## src/rtl/cnn_img_feeder.sv

```systemverilog
// cnn_img_feeder: host-side driver for the top_cnn inference core.
// Collects N_PIX pixels (one per accepted cycle) into a packed image bus, launches the core
// with a one-cycle start pulse, waits for a rising edge of the core's ready, and then holds
// the captured prediction until the host acknowledges it. A watchdog turns a hung
// inference into an error result (all-ones number, res_err set).
//
// Ports:
//   i_clk, i_rst     clock, synchronous active-high reset
//   i_pix_in         pixel data, PIX_W bits
//   i_pix_valid      pixel valid
//   o_pix_ready      feeder accepts a pixel (LOAD only)
//   o_cnn_img        packed image, pixel k at [PIX_W*k +: PIX_W]
//   o_cnn_valid      one-cycle start pulse to the core
//   i_cnn_ready      core done (pulse or level; rising edge counts)
//   i_cnn_predict    core prediction
//   o_res_number     captured prediction (or all ones on timeout)
//   o_res_valid      result available
//   o_res_err        result came from the watchdog
//   i_res_ack        host consumes the result
//   o_busy           high in FIRE and WAIT
module cnn_img_feeder #(
   parameter int unsigned PIX_W   = 8,
   parameter int unsigned N_PIX   = 144,
   parameter int unsigned TIMEOUT = 100000
) (
   input  logic                   i_clk,
   input  logic                   i_rst,
   input  logic [PIX_W-1:0]       i_pix_in,
   input  logic                   i_pix_valid,
   output logic                   o_pix_ready,
   output logic [PIX_W*N_PIX-1:0] o_cnn_img,
   output logic                   o_cnn_valid,
   input  logic                   i_cnn_ready,
   input  logic [31:0]            i_cnn_predict,
   output logic [31:0]            o_res_number,
   output logic                   o_res_valid,
   output logic                   o_res_err,
   input  logic                   i_res_ack,
   output logic                   o_busy
);

   localparam int unsigned IMG_W = PIX_W * N_PIX;
   localparam int unsigned WD_W  = (TIMEOUT > 1) ? $clog2(TIMEOUT) : 1;

   typedef enum logic [1:0] {
      S_LOAD,
      S_FIRE,
      S_WAIT,
      S_DONE
   } state_t;

   state_t            r_state;
   state_t            w_state_d;
   logic [7:0]        r_pix_cnt;
   logic [WD_W-1:0]   r_wdog;
   logic              r_rdy_q;
   logic [IMG_W-1:0]  r_img;
   logic [31:0]       r_res_number;
   logic              r_res_err;
   logic              r_res_valid;

   logic              w_accept;
   logic              w_last;
   logic              w_rise;
   logic              w_to;

   // Edge detect so a ready level left high from the previous image cannot complete this one.
   assign w_rise = i_cnn_ready & ~r_rdy_q;
   assign w_last = (r_pix_cnt == 8'(N_PIX - 1));
   assign w_to   = (r_wdog == WD_W'(TIMEOUT - 1));

   always_ff @(posedge i_clk) begin
      if (i_rst) begin
         r_state <= S_LOAD;
      end else begin
         r_state <= w_state_d;
      end
   end

   always_comb begin
      w_state_d   = r_state;
      o_pix_ready = 1'b0;
      o_cnn_valid = 1'b0;
      o_busy      = 1'b0;
      w_accept    = 1'b0;
      case (r_state)
         S_LOAD: begin
            o_pix_ready = 1'b1;
            w_accept    = i_pix_valid;
            if (i_pix_valid && w_last) begin
               w_state_d = S_FIRE;
            end
         end
         S_FIRE: begin
            o_cnn_valid = 1'b1;
            o_busy      = 1'b1;
            w_state_d   = S_WAIT;
         end
         S_WAIT: begin
            o_busy = 1'b1;
            if (w_rise || w_to) begin
               w_state_d = S_DONE;
            end
         end
         S_DONE: begin
            if (i_res_ack) begin
               w_state_d = S_LOAD;
            end
         end
         default: w_state_d = S_LOAD;
      endcase
   end

   always_ff @(posedge i_clk) begin
      if (i_rst) begin
         r_pix_cnt    <= '0;
         r_wdog       <= '0;
         r_rdy_q      <= 1'b0;
         r_img        <= '0;
         r_res_number <= '0;
         r_res_err    <= 1'b0;
         r_res_valid  <= 1'b0;
      end else begin
         r_rdy_q     <= i_cnn_ready;
         r_res_valid <= (w_state_d == S_DONE);

         if (w_accept) begin
            r_img[PIX_W*r_pix_cnt +: PIX_W] <= i_pix_in;
            r_pix_cnt <= w_last ? 8'd0 : r_pix_cnt + 8'd1;
         end

         if (r_state == S_FIRE) begin
            r_wdog <= '0;
         end else if (r_state == S_WAIT) begin
            r_wdog <= r_wdog + WD_W'(1);
         end

         // Completion has priority over the watchdog in the same cycle.
         if (r_state == S_WAIT) begin
            if (w_rise) begin
               r_res_number <= i_cnn_predict;
               r_res_err    <= 1'b0;
            end else if (w_to) begin
               r_res_number <= 32'hFFFF_FFFF;
               r_res_err    <= 1'b1;
            end
         end
      end
   end

   assign o_cnn_img    = r_img;
   assign o_res_number = r_res_number;
   assign o_res_err    = r_res_err;
   assign o_res_valid  = r_res_valid;

endmodule

```

## config.mk

```make
export PLATFORM = sky130hd
export DESIGN_NAME = cnn_img_feeder
export DESIGN_NICKNAME = d
export VERILOG_FILES = /design/src/rtl/cnn_img_feeder.sv
export SDC_FILE = /design/constraint.sdc
export NUM_CORES = 2
export LEC_CHECK = 0
export CAP_MARGIN = 10
export CORE_AREA = 4 4 474 476
export DETAILED_ROUTE_END_ITERATION = 8
export DIE_AREA = 0 0 478 480
export GPL_ROUTABILITY_DRIVEN = 0
export SYNTH_ARGS = -nofsm -noshare
export SYNTH_HDL_FRONTEND = slang
export SYNTH_SLANG_ARGS = --single-unit
```

## constraint.sdc

```tcl
create_clock -name i_clk -period 8.8 [get_ports i_clk]
set_input_delay 1.76 -clock i_clk [delete_from_list [all_inputs] [get_ports i_clk]]
set_output_delay 1.76 -clock i_clk [all_outputs]
set_load 0.05 [all_outputs]
```

==> results.toml <==
[status]
status = "complete, but fails checks"
violations = "slew limit"

[detailed_routing]
routed-via-count = 51800
dr.pass1.iters = 8
drc_errors = 0
wl_per_cell_um = 33.0
first_iter_violations = 5471
routed_wl_um = 327000
ant_nets = 0
viasPerCell = 5.23

[timing]
drv_slew = 70
max_freq_ghz = 0.186
tightest_slew_ps = 1670
skew_ps = 57.8
period_needed_ps = 5370
finalSetupViolations = 0
fin_crit_sh_pct = 61.0
grt_setup_unrepaired = "no"
relSlewSlack_pct = -11.6
hold_viol_final = 0
fin_setup_tns_ps = 0

[power_and_ir_drop]
p_comb_share_pct = 8.7
seq_power_share_pct = 42.2
p_leak_nw = 25.0
power.density_nw_per_um2 = 179
p_int_mw = 9.34
swShare_pct = 28.3
irDropWorstVdd_v = 0.000176
p_clk_share_pct = 49.1
switching_power_mw = 3.69

[synth]
synth.distinct_cells = 81
syn_avg_cell_area_um2 = 8.91
syn-cell-area_um2 = 51900
syn_inst = 5828
synth_top_area_share_pct = 46.8
synth_edf_count = 0
yosysTopAreaCell = "dfxtp_1"
yosysSeqAreaShare_pct = 46.8
synth_common_cells = "dfxtp_1 (1214), nand2_1 (1175), mux2i_1 (889)"
synthesis.nets = 5881
synth_ff_type = "dfxtp_1"
synth.yosys.warnings = 0
synth-async-reset-ratio_pct = 0
synth.most_common_cell = "dfxtp_1"
synth_seq_cells = 1214
yosys-top-cells-area = "dfxtp_1 (47%), mux2i_1 (17%), nand2_1 (8.5%)"

[cts]
cts.clk_slew.worst_paths_ps = 60
htree_num_levels = 4
cts_tree = "done"
cts_buffers = 147
clk_path_buf_depth = 3
clockRootBuffer = "clkbuf_16"
holdBufCountCts = 0
cts_resized = 0
worstSkewPairLatency_ps = 820
post-cts-setup-buffers = 0
clkSinkCount = 1214

[floorplanning]
die_h_um = 480
rows = 173
initial_core_util_pct = 23.5
die_w_um = 478
ioPinCount = 1234
dieArea_um2 = 229000
fp.coreArea_um2 = 221000

[critical_path]
startpoint_type = "flip-flop"
crit_required_ps = 9520
crit_type = "flip-flop to flip-flop"
reg2reg_slack_ps = 3430
crit_family = "simple AND/OR/NAND/NOR gates"
endpoint_kind = "flip-flop"
slowest_stage = "dfxtp_1"
critPathMaxStageDelay_ps = 870
path_buf_inv = 2
arrival_ps = 6090
critPathMaxFanout = 76
crit_chain = "or3_1, nor2_1, ha_1, nor2b_1, nand3_1, a221oi_4, buf_4, buf_4, nand3_1, mux2i_1"

[placement]
dp_cells = 9637
io_buffers = 1233
dp_hpwl_um = 233000

[layout]
areaGrowthSynthToFinish_pct = 40.3
finalNonFillerCells = 9905
fin_nets = 6864
drive_gt1_share_pct = 9.15

[global_routing]
overflow = 0
grt_max_degree = 252
grt_antenna_before_repair = 36
grt.total_usage_pct = 27.0
grt_pass1_vias = 49800
grt_pass1_wl_um = 434000

[flow_run]
drv_cap = 0

[worst_hold_path]
hp-class = "flip-flop to flip-flop"
stage by stage:
| stage | setup WS (ps) | power (mW) | hold slack, ps | utilization, % | instance area [µm²] |
|---|---|---|---|---|---|
| floorplan | 5020 | 6.18 | 458 | - | 51900 |
| global placement | 3680 | 6.74 | 441 | 30.7 | 67800 |
| detailed placement | 3580 | 6.74 | 445 | 30.7 | 67800 |
| CTS | 3530 | 13.1 | 454 | 32.9 | 72800 |
| global route | 3180 | 13.4 | 471 | 32.9 | 72800 |
| finish | 3430 | 13.0 | 454 | 33.0 | 72800 |
cell families (layout without fill, tap and decap cells):
group	count (synthesis)	count (layout)	share of synthesized area, %
and+or+nand+nor	2525	2525	23.3
DFF	1214	1214	46.8
muxes	889	889	17.1
AOI/OAI and AO/OA	591	591	7.59
buffers and inverters	578	1671	4.54
xor gates and xnor gates	23	23	0.388
adders and majority gates	8	8	0.193
other	0	9	0
area by class of cell:
type | instances | area (µm²)
fill | 22600 | 148000
multi-input combinational | 4036 | 26100
sequential | 1214 | 24300
timing repair buffer | 1389 | 13600
clock buffer | 198 | 4110
tap | 2975 | 3720
clock inverter | 61 | 927
inverter | 23 | 93.8
antenna | 9 | 22.5
worst paths after layout:
check | start | end | cells after the start
worst max-delay path | r_pix_cnt[4]$_SDFFE_PP0P_ | o_cnn_img[830]$_SDFFE_PP0P_ | 10
worst min-delay path | o_cnn_img[450]$_SDFFE_PP0P_ | o_cnn_img[450]$_SDFFE_PP0P_ | 2
worst max register to register | r_pix_cnt[4]$_SDFFE_PP0P_ | o_cnn_img[830]$_SDFFE_PP0P_ | 10
worst min register to register | o_cnn_img[450]$_SDFFE_PP0P_ | o_cnn_img[450]$_SDFFE_PP0P_ | 2
registers in the layout, summed over array words and instances (netlist names):
register and cells:
o_res_valid 1, r_pix_cnt 8, r_wdog 17, r_rdy_q 1, o_cnn_img 1152, o_res_err 1, r_state 2, o_res_number 32
routing by layer:
| layer | vias to the layer above | part of all wire (%) | track usage, % |
|---|---|---|---|
| li1 | 22400 | - | - |
| met1 | 25800 | 40 | 33.4 |
| met2 | 2959 | 44 | 42.0 |
| met3 | 656 | 10 | 9.23 |
| met4 | 18 | 5.6 | 13.2 |
| met5 | - | 0.032 | 0 |
cells in the final DEF (no fill, tap or decap), drive strengths merged, types with 21 or more instances in the layout:
master,n
nand3,737
clkbuf,199
clkinv,43
nand2,1175
mux2i,889
nor2,193
o2bb2ai,48
clkdlybuf4s50,1229
o311ai,21
buf,159
o21ai,180
dfxtp,1214
nand4,199
o211ai,41
inv,25
o31ai,48
nor3,136
a21oi,134
a22o,24
power by group through the flow:
stage / Combinational [mW] / Sequential (mW) / Clock [mW]
after floorplan: 0.562 / 5.62 / 0
after global placement: 1.11 / 5.62 / 0
after detailed placement: 1.12 / 5.62 / 0
after CTS: 1.12 / 5.50 / 6.51
after global routing: 1.17 / 5.50 / 6.71
final: 1.14 / 5.50 / 6.40
worst reg2reg max path, cell delays in order, from the launching register on:
cell,delay [ps]
dfxtp_1,870
or3_1,650
nor2_1,120
ha_1,770
nor2b_1,260
nand3_1,320
a221oi_4,420
buf_4,490
buf_4,810
nand3_1,340
mux2i_1,210
(Power assumes the default switching activity.)
